`config.mk`:
```
export PLATFORM = sky130hd
export DESIGN_NAME = hazard_scoreboard
export DESIGN_NICKNAME = d
export VERILOG_FILES = /design/src/rtl/hazard_scoreboard.sv
export SDC_FILE = /design/constraint.sdc
export NUM_CORES = 1
export LEC_CHECK = 0
export ABC_CLOCK_PERIOD_IN_PS = 3400
export CAP_MARGIN = 20
export CORE_UTILIZATION = 40
export CTS_CLUSTER_SIZE = 28
export DETAILED_ROUTE_END_ITERATION = 10
export PLACE_DENSITY = 0.61
export SETUP_SLACK_MARGIN = 0.05
export SLEW_MARGIN = 25
export SYNTH_ARGS = -nofsm -noshare
export SYNTH_HDL_FRONTEND = slang
export SYNTH_SLANG_ARGS = --single-unit
```
`constraint.sdc`:
```
create_clock -name clock -period 3.4 [get_ports clock]
set_clock_uncertainty 0.05 [all_clocks]
set_input_delay 0.68 -clock clock [delete_from_list [all_inputs] [get_ports clock]]
set_output_delay 0.68 -clock clock [all_outputs]
set_load 0.05 [all_outputs]
```
`src/rtl/hazard_scoreboard.sv`:
```
// Load-use hazard scoreboard: tracks in-flight loads per register, generates
// pipeline stall controls, counts consecutive stalls and raises a sticky watchdog.
module hazard_scoreboard #(
   parameter int REG_ADDR_W         = 4,
   parameter int LOAD_LATENCY       = 1,
   parameter int ZERO_REG_HARDWIRED = 1,
   parameter int MAX_STALL          = 16
) (
   input  logic                  clock,
   input  logic                  reset,
   input  logic                  flush,
   input  logic                  id_ex_valid,
   input  logic                  id_ex_memRead,
   input  logic [REG_ADDR_W-1:0] id_ex_registerRD,
   input  logic [REG_ADDR_W-1:0] if_id_registerA,
   input  logic [REG_ADDR_W-1:0] if_id_registerB,
   input  logic                  if_id_useA,
   input  logic                  if_id_useB,
   output logic                  enablePC,
   output logic                  if_id_write,
   output logic                  muxSelector,
   output logic [7:0]            stall_cycles,
   output logic                  stall_timeout,
   output logic [1:0]            state
);

   localparam int         NUM_REGS    = 1 << REG_ADDR_W;
   localparam logic [2:0] CNT_RELOAD  = 3'(LOAD_LATENCY - 1);
   localparam logic [8:0] STALL_LIMIT = 9'(MAX_STALL);

   localparam logic [1:0] ST_RUN     = 2'd0;
   localparam logic [1:0] ST_STALL   = 2'd1;
   localparam logic [1:0] ST_TIMEOUT = 2'd2;

   logic [NUM_REGS-1:0] r_pending;
   logic [2:0]          r_cnt [NUM_REGS];
   logic [7:0]          r_stall_cycles;
   logic [1:0]          r_state;

   logic                w_rd_nonzero;
   logic                w_load_issue;
   logic                w_match_a;
   logic                w_match_b;
   logic                w_stall;
   logic [8:0]          w_stall_sum;
   logic [1:0]          w_state_next;

   // A load that is squashed by flush, or targets a hardwired zero register, never creates a hazard.
   always_comb begin
      w_rd_nonzero = (ZERO_REG_HARDWIRED == 0) || (id_ex_registerRD != {REG_ADDR_W{1'b0}});
      w_load_issue = id_ex_valid && id_ex_memRead && !flush && w_rd_nonzero;
      w_match_a    = if_id_useA &&
                     ((w_load_issue && (id_ex_registerRD == if_id_registerA)) ||
                      r_pending[if_id_registerA]);
      w_match_b    = if_id_useB &&
                     ((w_load_issue && (id_ex_registerRD == if_id_registerB)) ||
                      r_pending[if_id_registerB]);
      w_stall      = (w_match_a || w_match_b) && !reset && !flush;
      w_stall_sum  = {1'b0, r_stall_cycles} + 9'd1;
   end

   genvar g;
   generate
      for (g = 0; g < NUM_REGS; g++) begin : g_reg
         localparam logic [REG_ADDR_W-1:0] REG_IDX = REG_ADDR_W'(g);

         // Per-register countdown; a fresh load reloads the counter ahead of the decrement.
         always_ff @(posedge clock) begin
            if (reset || flush) begin
               r_pending[g] <= 1'b0;
               r_cnt[g]     <= 3'd0;
            end else if (w_load_issue && (id_ex_registerRD == REG_IDX) && (LOAD_LATENCY > 1)) begin
               r_pending[g] <= 1'b1;
               r_cnt[g]     <= CNT_RELOAD;
            end else if (r_pending[g]) begin
               if (r_cnt[g] > 3'd1) begin
                  r_cnt[g] <= r_cnt[g] - 3'd1;
               end else begin
                  r_pending[g] <= 1'b0;
                  r_cnt[g]     <= 3'd0;
               end
            end else begin
               r_pending[g] <= 1'b0;
               r_cnt[g]     <= r_cnt[g];
            end
         end
      end
   endgenerate

   // Flush forces the stall off, so STALL falls back to RUN without a dedicated arc.
   always_comb begin
      w_state_next = r_state;
      case (r_state)
         ST_RUN: begin
            if (w_stall) w_state_next = ST_STALL;
            else         w_state_next = ST_RUN;
         end
         ST_STALL: begin
            if (!w_stall)                        w_state_next = ST_RUN;
            else if (w_stall_sum >= STALL_LIMIT) w_state_next = ST_TIMEOUT;
            else                                 w_state_next = ST_STALL;
         end
         ST_TIMEOUT: w_state_next = ST_TIMEOUT;
         default:    w_state_next = ST_RUN;
      endcase
   end

   // State register and saturating consecutive-stall counter.
   always_ff @(posedge clock) begin
      if (reset) begin
         r_state        <= ST_RUN;
         r_stall_cycles <= 8'd0;
      end else begin
         r_state <= w_state_next;
         if (w_stall) begin
            if (r_stall_cycles != 8'd255) r_stall_cycles <= r_stall_cycles + 8'd1;
            else                          r_stall_cycles <= r_stall_cycles;
         end else begin
            r_stall_cycles <= 8'd0;
         end
      end
   end

   assign muxSelector   = w_stall;
   assign enablePC      = ~w_stall;
   assign if_id_write   = ~w_stall;
   assign stall_cycles  = r_stall_cycles;
   assign state         = r_state;
   assign stall_timeout = (r_state == ST_TIMEOUT);

endmodule

```
Word-level counts from Yosys, hierarchy flattened. Memories as Yosys holds them, arrays and structs flattened. Index checks and enable logic that the tools add are counted.

Register bits after elaboration: 26. RAM bits: 48. Bits of input ports: 19. Output and inout bits: 14. Word-level logic and storage cells: 362. Memories: 1.

Memories: r_cnt (depth 16, width 3, read ports 16, clocked after Yosys merged registers in 0, write ports 16, line 36) `logic [2:0] r_cnt [NUM_REGS];`.

Add/sub/neg operators: 18. $lt $le $gt $ge: 19. Equality and inequality tests: 5. Muxes and demuxes: 234. Bitwise operators: 49. Reductions and logical operators: 18.

Operators by type and width (number): $mux 1 (181); $mux 3 (48); $gt 3x1->1 const B (16); $or 1x1->1 (48); $sub 3x1->3 const B (16); $lt 4x5->1 const B (2); $add 8x1->9 const B (1); $ge 9x5->1 const B (1); $logic_and 1x1->1 (9); $add 8x1->8 const B (1); $bmux 1 s4 (2); $eq 4x4->1 (2); $ne 8x8->1 const B (1); $pmux 2 s3 (1); $logic_or 1x1->1 (4); $mux 2 (2); $reduce_bool 4->1 (1); $eq 2x1->1 const B (1); $eq 2x2->1 const B (1); $logic_not 1->1 (2); $logic_not 2->1 (1); $reduce_or 2->1 (1); $not 1->1 (1).

Logic depth before layout (Yosys ltp). Gate-level depths: netlist of the first run.

Depth after elaboration: 11. Mapped depth: 8. Depth with buffers taken out: 6.

Worst setup path before layout of the first run. OpenSTA, ideal clock, no wires.

Kind: input -> output. From: input port if_id_registerA[0]. To: output port if_id_write. Data arrival time: 2.764 ns. Required time: 2.670 ns. Path slack: -0.094 ns. Stages: 7. Buffers on the path: 3. Cell sequence: buf_6 mux4_1 mux2_2 a311oi_2 buf_6 a21o_1 buf_4.

Word-level cells in the longest chain between the ends: 8. Elaborated cells on any way between the ends: 10. Those cells by class: eq/ne (1); mux (2); bitwise (1); reduce/logical (6).

RTL lines: start: declaration (line 15) `input logic [REG_ADDR_W-1:0] if_id_registerA,`; $bmux 1 s4 / $eq 4x4->1 (equally long branches) (line 54, 53); $mux 1 (implied by the code) / $logic_and 1x1->1 (equally long branches) (line 54, 53); $logic_or 1x1->1 * (line 53) `((w_load_issue && (id_ex_registerRD == if_id_registerA)) ||`; $logic_and 1x1->1 * (line 52) `w_match_a = if_id_useA &&`; $logic_or 1x1->1 * (line 58) `w_stall = (w_match_a || w_match_b) && !reset && !flush;`; $logic_and 1x1->1 * (2 in series) (line 58); $not 1->1 *; end: declaration (line 20) `output logic if_id_write,`.

Mark *: on every way between the ends. The rest lies on a longest branch, timed or not. The select of a mux whose other input is x is not followed.

Worst setup path in the final report of the first run.
From: input port if_id_registerA[1]. To: output port if_id_write.

Word-level cells in the longest chain between the ends: 8. Elaborated cells on any way between the ends: 10. Those cells by class: eq/ne (1); mux (2); bitwise (1); reduce/logical (6).

RTL lines: $bmux 1 s4 / $eq 4x4->1 (equally long branches) (line 54, 53); $mux 1 (implied by the code) / $logic_and 1x1->1 (equally long branches) (line 54, 53); $logic_or 1x1->1 * (line 53); $logic_and 1x1->1 * (line 52); $logic_or 1x1->1 * (line 58); $logic_and 1x1->1 * (2 in series) (line 58); $not 1->1 * (line 126) `assign if_id_write = ~w_stall;`.

Marks and branches as above.

==> metrics.md, run 1 <==
| Metric | Value |
|---|---|
| Outcome | complete, no violations |
| Clock Pin Slew Worst Setup and Hold Paths | 0.07 ns |
| Synth cell types | 41 |
| First-pass GRT wire length | 12500 um |
| Cell taking the most area after synthesis | edfxtp_1 |
| Layout cells sized above 1 | 9.54% |
| Max-slew violations | 0 |
| Critical path class | input port to output pin |
| Worst slack, placed | -0.130 ns |
| CTS Buf Count | 9 |
| Area Overhead vs Synth | 20.4% |
| Clock Tree Root | clkbuf_8 |
| Latest clock arrival within the worst-skew pair | 0.36 ns |
| Mapped Cells | 360 |
| Synth Warn # | 0 |
| Total I/O pin count | 33 |
| Gpl congestion | 0.805 |
| Final Hold Vio Count | 0 |
| Startpoint Class | input port |
| Post-CTS Setup Bufs | 0 |
| Slew @ Worst Pin | 0.503 ns |
| Largest net degree at the start of global routing | 18 |
| Setup violators final | 0 |
| Placement row count | 35 |
| Die Height | 101 um |
| Unrepaired setup endpoints after global routing | no |
| Number of flops mapped to enable cells by yosys | 48 |
| Core Util, Final | 50.4% |
| Met3 wire len | 349 um |
| Hold Buf Count CTS | 0 |
| CP required | 2.67 ns |
| CTS tree | built |
| Synth Cell Area | 3930 sq um |
| Max_cap viols | 0 |
| Die W | 101 um |
| Final net count | 456 |
| Via density | 5.02 |
| Met1 wire length | 3600 um |
| Clk sinks | 74 |
| Leak Pwr | 2.00 nW |
| TritonRoute pass-1 iters | 4 |
| Fraction of registers with async set or reset after synthesis | 0% |
| Synth Flop Type | edfxtp_1 |
| Initial Util | 41.9% |
| Core area | 9370 sq um |
| Gr ovfl total | 0 |
| Worst hold path type | flop to flop |
| Metal2 WL | 3440 um |
| Top cell type's share of synthesized area | 36.7% |
| Vias in the first global route | 2675 |
| Total track usage | 16.0% |
| Worst path cell trace | clkdlybuf4s50_1, mux4_2, mux2_2, a311oi_2, buf_4, a21o_4, buf_12 |
| Worst-path maximum fanout | 3 |
| DR top layer | met4 |
| Routed WL | 7480 um |
| Syn Nets | 412 |
| Final worst slack | 0.136 ns |
| Area contributors post-synth | edfxtp_1 (37%), dfxtp_1 (13%), ha_1 (11%) |
| Max stage delay on crit path | 0.56 ns |
| Slowest cell on the critical path | clkdlybuf4s50_1 |
| Sequential share of the synthesized area | 50.0% |
| DR DRC count | 0 |
| Routed vias | 2702 |
| Die Area | 10200 sq um |
| Syn Area/Cell | 10.9 sq um |
| Initial antenna violation count | 0 |
| Arrival time worst endpoint | 2.53 ns |
| CTS Buffer Depth | 2 |
| Drt wl/cell | 13.9 um |
| #FFs+latches synth | 74 |
| Most common library cells after synthesis | nor2_1 (55), inv_1 (50), edfxtp_1 (48), ha_1 (33), dfxtp_1 (26) |
| IO buf count | 32 |
| Final HPWL from detailed placement | 5450 um |
| Fin crit share | 96.0% |
| Cell Pwr Density | 441 nW/um^2 |
| Antenna viol nets, final | 0 |
| H-tree depth | 3 |
| Post-layout min period | 3.26 ns |
| Fmax | 0.306 GHz |
| Ant diodes | 0 |
| Starting DRT DRC Count | 76 |
| Most frequent cell after synthesis | nor2_1 |
| Peak VDD IR | 0.202 mV |
| Crit path capture type | output pin |
| Finished Layout Cells | 538 |
| Max-Slew Margin vs Limit | 66.4% |
| Cells after DPL | 522 |
-- metrics by stage --
step	power (W)	area, sq um	setup TNS, ns	hold slack, ns
after floorplan	0.00114	3930	0	0.434
after global routing	0.00217	4730	0	0.466
after detailed placement	0.00121	4460	-0.376	0.427
after CTS	0.00212	4720	0	0.438
after global placement	0.00120	4460	-0.321	0.421
final	0.00209	4730	0	0.435
-- cells by family after synthesis --
kind of cell / Yosys count / synth area share, %
buf+inv: 60 / 6.31
xor+xnor: 28 / 6.25
simple gates: 98 / 11.9
fa+ha+maj: 33 / 10.5
mux: 14 / 5.70
flops: 74 / 50.0
compound gates: 53 / 9.34
-- area by class of cell --
type,instances,area [sq um]
Inverter,50,188
Clock buffer,9,124
Clock inverter,7,141
Timing Repair Buffer,43,420
Sequential cell,74,1960
Fill cell,865,4640
Tap cell,129,161
Multi-Input combinational cell,226,1730
-- cells in the final DEF, fill, tap and decap left out, drive strengths merged, types with 9 or more instances in the layout --
master         instances
a21oi                 18
edfxtp                48
xnor2                 21
o211ai                17
nor2                  55
inv                   50
ha                    33
buf                   14
clkbuf                 9
clkdlybuf4s50         26
or3                   15
dfxtp                 26
-- flip-flops by register name, summed over array words and instances (netlist names) --
register / count
state: 2
r_pending: 16
stall_cycles: 8
r_cnt: 48
-- per-layer routing --
metal  vias to the layer above  GRT usage (%)
li1                       1352              -
met5                         -              0
met4                         0           7.02
met3                         8           3.54
met1                      1293           20.7
met2                        49           25.5
-- report_power, final --
group	leakage [nW]	switching [W]	internal, W
Combinational	1.14	0.0000973	0.0000864
Clock	0.129	0.000337	0.000561
Sequential	0.732	0.0000190	0.000986
-- worst max-delay path, delay by kind of cell --
| family | cells | cell delay (ns) |
|---|---|---|
| buffers and inverters | 3 | 0.86 |
| muxes | 2 | 0.59 |
| AOI/OAI and AO/OA | 2 | 0.40 |
-- path summary, 6_finish.rpt --
kind / cells after the start / startpoint / slack (ns) / endpoint
min reg2reg: 1 / state[1]$_SDFF_PP0_ / 0.44 / state[0]$_SDFF_PP0_
min: 1 / state[1]$_SDFF_PP0_ / 0.44 / state[0]$_SDFF_PP0_
max: 7 / if_id_registerA[1] / 0.14 / if_id_write
max reg2reg: 6 / r_pending[13]$_DFF_P_ / 1.40 / state[1]$_SDFF_PP0_
-- what timing repair did --
item / 4_1_cts / 5_1_grt
gates cloned: 0 / 0
setup endpoints to repair: 3 / 3
endpoints found under the hold margin: 0 / 0
gates resized for setup: 3 / 1
(Power assumes the default switching activity.)
==> inputs of run 2 (changes only) <==
--- a/config.mk
+++ b/config.mk
@@ -7,10 +7,10 @@
 export LEC_CHECK = 0
 export ABC_CLOCK_PERIOD_IN_PS = 3400
 export CAP_MARGIN = 20
-export CORE_UTILIZATION = 40
+export CORE_UTILIZATION = 45
 export CTS_CLUSTER_SIZE = 28
 export DETAILED_ROUTE_END_ITERATION = 10
-export PLACE_DENSITY = 0.61
+export PLACE_DENSITY = 0.67
 export SETUP_SLACK_MARGIN = 0.05
 export SLEW_MARGIN = 25
 export SYNTH_ARGS = -nofsm -noshare
==> run 2 against run 1 <==
Compared with the run above: critical path type unchanged; combinational power hardly changed; sequential power is essentially flat; via count decreased by 1.7%; setup slack got worse by 0.0066 ns; critical path depth stayed put; cell count decreased by 4.5%; core utilization grew 5.6 points; die area decreased by 11%; sequential share of layout area is 0.49 points higher; non-clock buffer count unchanged; first-iteration DRC count shrank 18%; critical endpoint unchanged.
==> metrics.md, run 2 (synthesis gave the netlist of run 1 again) <==
| Metric | Value |
|---|---|
| Outcome | complete, no violations |
| Fmax | 0.306 GHz (-0.20%) |
| Gpl congestion | 0.814 (+1.1%) |
| Total track usage | 17.9% (+1.9 points) |
| Core area | 8340 sq um (-11%) |
| Post-DP Area | 4430 sq um (-0.67%) |
| DR DRC count | 0 (unchanged) |
| Final Hold Vio Count | 0 (unchanged) |
| Worst slack, placed | -0.143 ns (-0.0133 ns) |
| Worst hold path type | flop to flop |
| IO buf count | 32 (unchanged) |
| Routed vias | 2655 (-1.7%) |
| Max_cap viols | 0 (unchanged) |
| Clock Pin Slew Worst Setup and Hold Paths | 0.07 ns (about the same) |
| H-tree depth | 3 (unchanged) |
| Gr ovfl total | 0 (unchanged) |
| R2R depth | 6 (unchanged) |
| Worst-path maximum fanout | 4 (+1) |
| CP required | 2.67 ns (about the same) |
| Unrepaired setup endpoints after global routing | no |
| Max-Slew Margin vs Limit | 67.0% (+0.67 points) |
| Die W | 95.4 um (-5.6%) |
| First-pass GRT wire length | 12100 um (-2.8%) |
| PostCTS Resize Cnt | 3 (unchanged) |
| Core Util, Final | 56.0% (+5.6 points) |
| Startpoint Class | input port |
| Peak VDD IR | 0.222 mV (+9.6%) |
| Most frequent cells in the layout | nor2_1 (55), inv_1 (50), edfxtp_1 (48), ha_1 (33), clkdlybuf4s50_1 (27) |
| Drt wl/cell | 14.4 um (+3.3%) |
| Finished Layout Cells | 514 (-4.5%) |
| Via density | 5.17 (+2.8%) |
| Fin crit share | 96.2% (+0.19 points) |
| Max-slew violations | 0 (unchanged) |
| Ant diodes | 0 (unchanged) |
| Clock Tree Root | clkbuf_8 |
| Final non-filler cell area | 4670 sq um (-1.2%) |
| Vias in the first global route | 2565 (-4.1%) |
| Final net count | 456 (unchanged) |
| Final HPWL from detailed placement | 5380 um (-1.3%) |
| Hold Path Cell Cnt | 1 (unchanged) |
| CTS Buf Count | 9 (unchanged) |
| Largest net degree at the start of global routing | 18 (unchanged) |
| CTS tree | built |
| Post-layout min period | 3.27 ns (+0.00663 ns) |
| Die Area | 9100 sq um (-11%) |
| Biggest register | r_cnt |
| Initial Util | 47.1% (+5.2 points) |
| Leak Pwr | 1.99 nW (-0.78%) |
| Post-CTS Setup Bufs | 0 (unchanged) |
| Clk sinks | 74 (unchanged) |
| Crit path capture type | output pin |
| Total I/O pin count | 33 (unchanged) |
| Cells after DPL | 498 (-4.6%) |
| Initial antenna violation count | 0 (unchanged) |
| Placement row count | 33 (-5.7%) |
| Die Height | 95.4 um (-5.6%) |
| CTS Buffer Depth | 2 (unchanged) |
| Starting DRT DRC Count | 62 (-18%) |
| Arrival time worst endpoint | 2.54 ns (about the same) |
| Slew @ Worst Pin | 0.493 ns (-0.00996 ns) |
| R2R setup slack | 1.39 ns (about the same) |
| Final worst slack | 0.129 ns (-0.00663 ns) |
| Area Overhead vs Synth | 19.0% |
| Critical path class | input port to output pin |
| Setup violators final | 0 (unchanged) |
| Latest clock arrival within the worst-skew pair | 0.35 ns (about the same) |
| Total power | 0.00201 W (-3.8%) |
| Antenna viol nets, final | 0 (unchanged) |
| Hold Buf Count CTS | 0 (unchanged) |
| Cell Pwr Density | 430 nW/um^2 (-2.6%) |
| Layout cells sized above 1 | 9.29% (-0.24 points) |
| Commonest non-fill, non-tap cell in the layout | nor2_1 |
| TritonRoute pass-1 iters | 4 (unchanged) |
| Max reg flops | 48 (unchanged) |
| Routed WL | 7380 um (-1.3%) |
run 2: per-layer routing:
metal / GRT usage, % / share of wire [%] / vias up
met3: 4.31 / 4.3 / 10
met2: 29.2 / 45 / 46
met5: 0 / 0 / -
met1: 23.0 / 49 / 1253
li1: - / - / 1346
met4: 6.72 / 1.4 / 0
run 2: area by class of cell:
| cell class | count | area (sq um) |
|---|---|---|
| Clock buffer | 10 | 138 |
| Clock inverter | 6 | 104 |
| Fill cell | 719 | 3670 |
| Inverter | 50 | 188 |
| Multi-Input combinational cell | 226 | 1730 |
| Sequential cell | 74 | 1960 |
| Tap cell | 105 | 131 |
| Timing Repair Buffer | 43 | 419 |
run 2: critical path, stage by stage:
cell and delay (ns):
clkdlybuf4s50_1 0.56, mux4_2 0.32, mux2_2 0.28, a311oi_2 0.25, buf_4 0.17, a21o_4 0.15, buf_12 0.13
run 2: final timing paths:
check / start / endpoint
max: if_id_registerA[1] / if_id_write
min: state[1]$_SDFF_PP0_ / state[0]$_SDFF_PP0_
max reg2reg: r_pending[14]$_DFF_P_ / stall_cycles[5]$_SDFFE_PP0P_
min reg2reg: state[1]$_SDFF_PP0_ / state[0]$_SDFF_PP0_
run 2: where the power goes:
group	switching, W	internal, W	total, W
registers	0.0000191	0.000986	0.00101
clock network	0.000318	0.000502	0.000821
logic	0.0000961	0.0000865	0.000183
run 2: through the flow:
| stage | hold WS (ns) | TNS [ns] |
|---|---|---|
| 2_1_floorplan | 0.434 | 0 |
| 3_3_place_gp | 0.429 | -0.296 |
| 3_5_place_dp | 0.432 | -0.412 |
| 4_1_cts | 0.442 | 0 |
| 5_1_grt | 0.480 | 0 |
| 6_report | 0.442 | 0 |
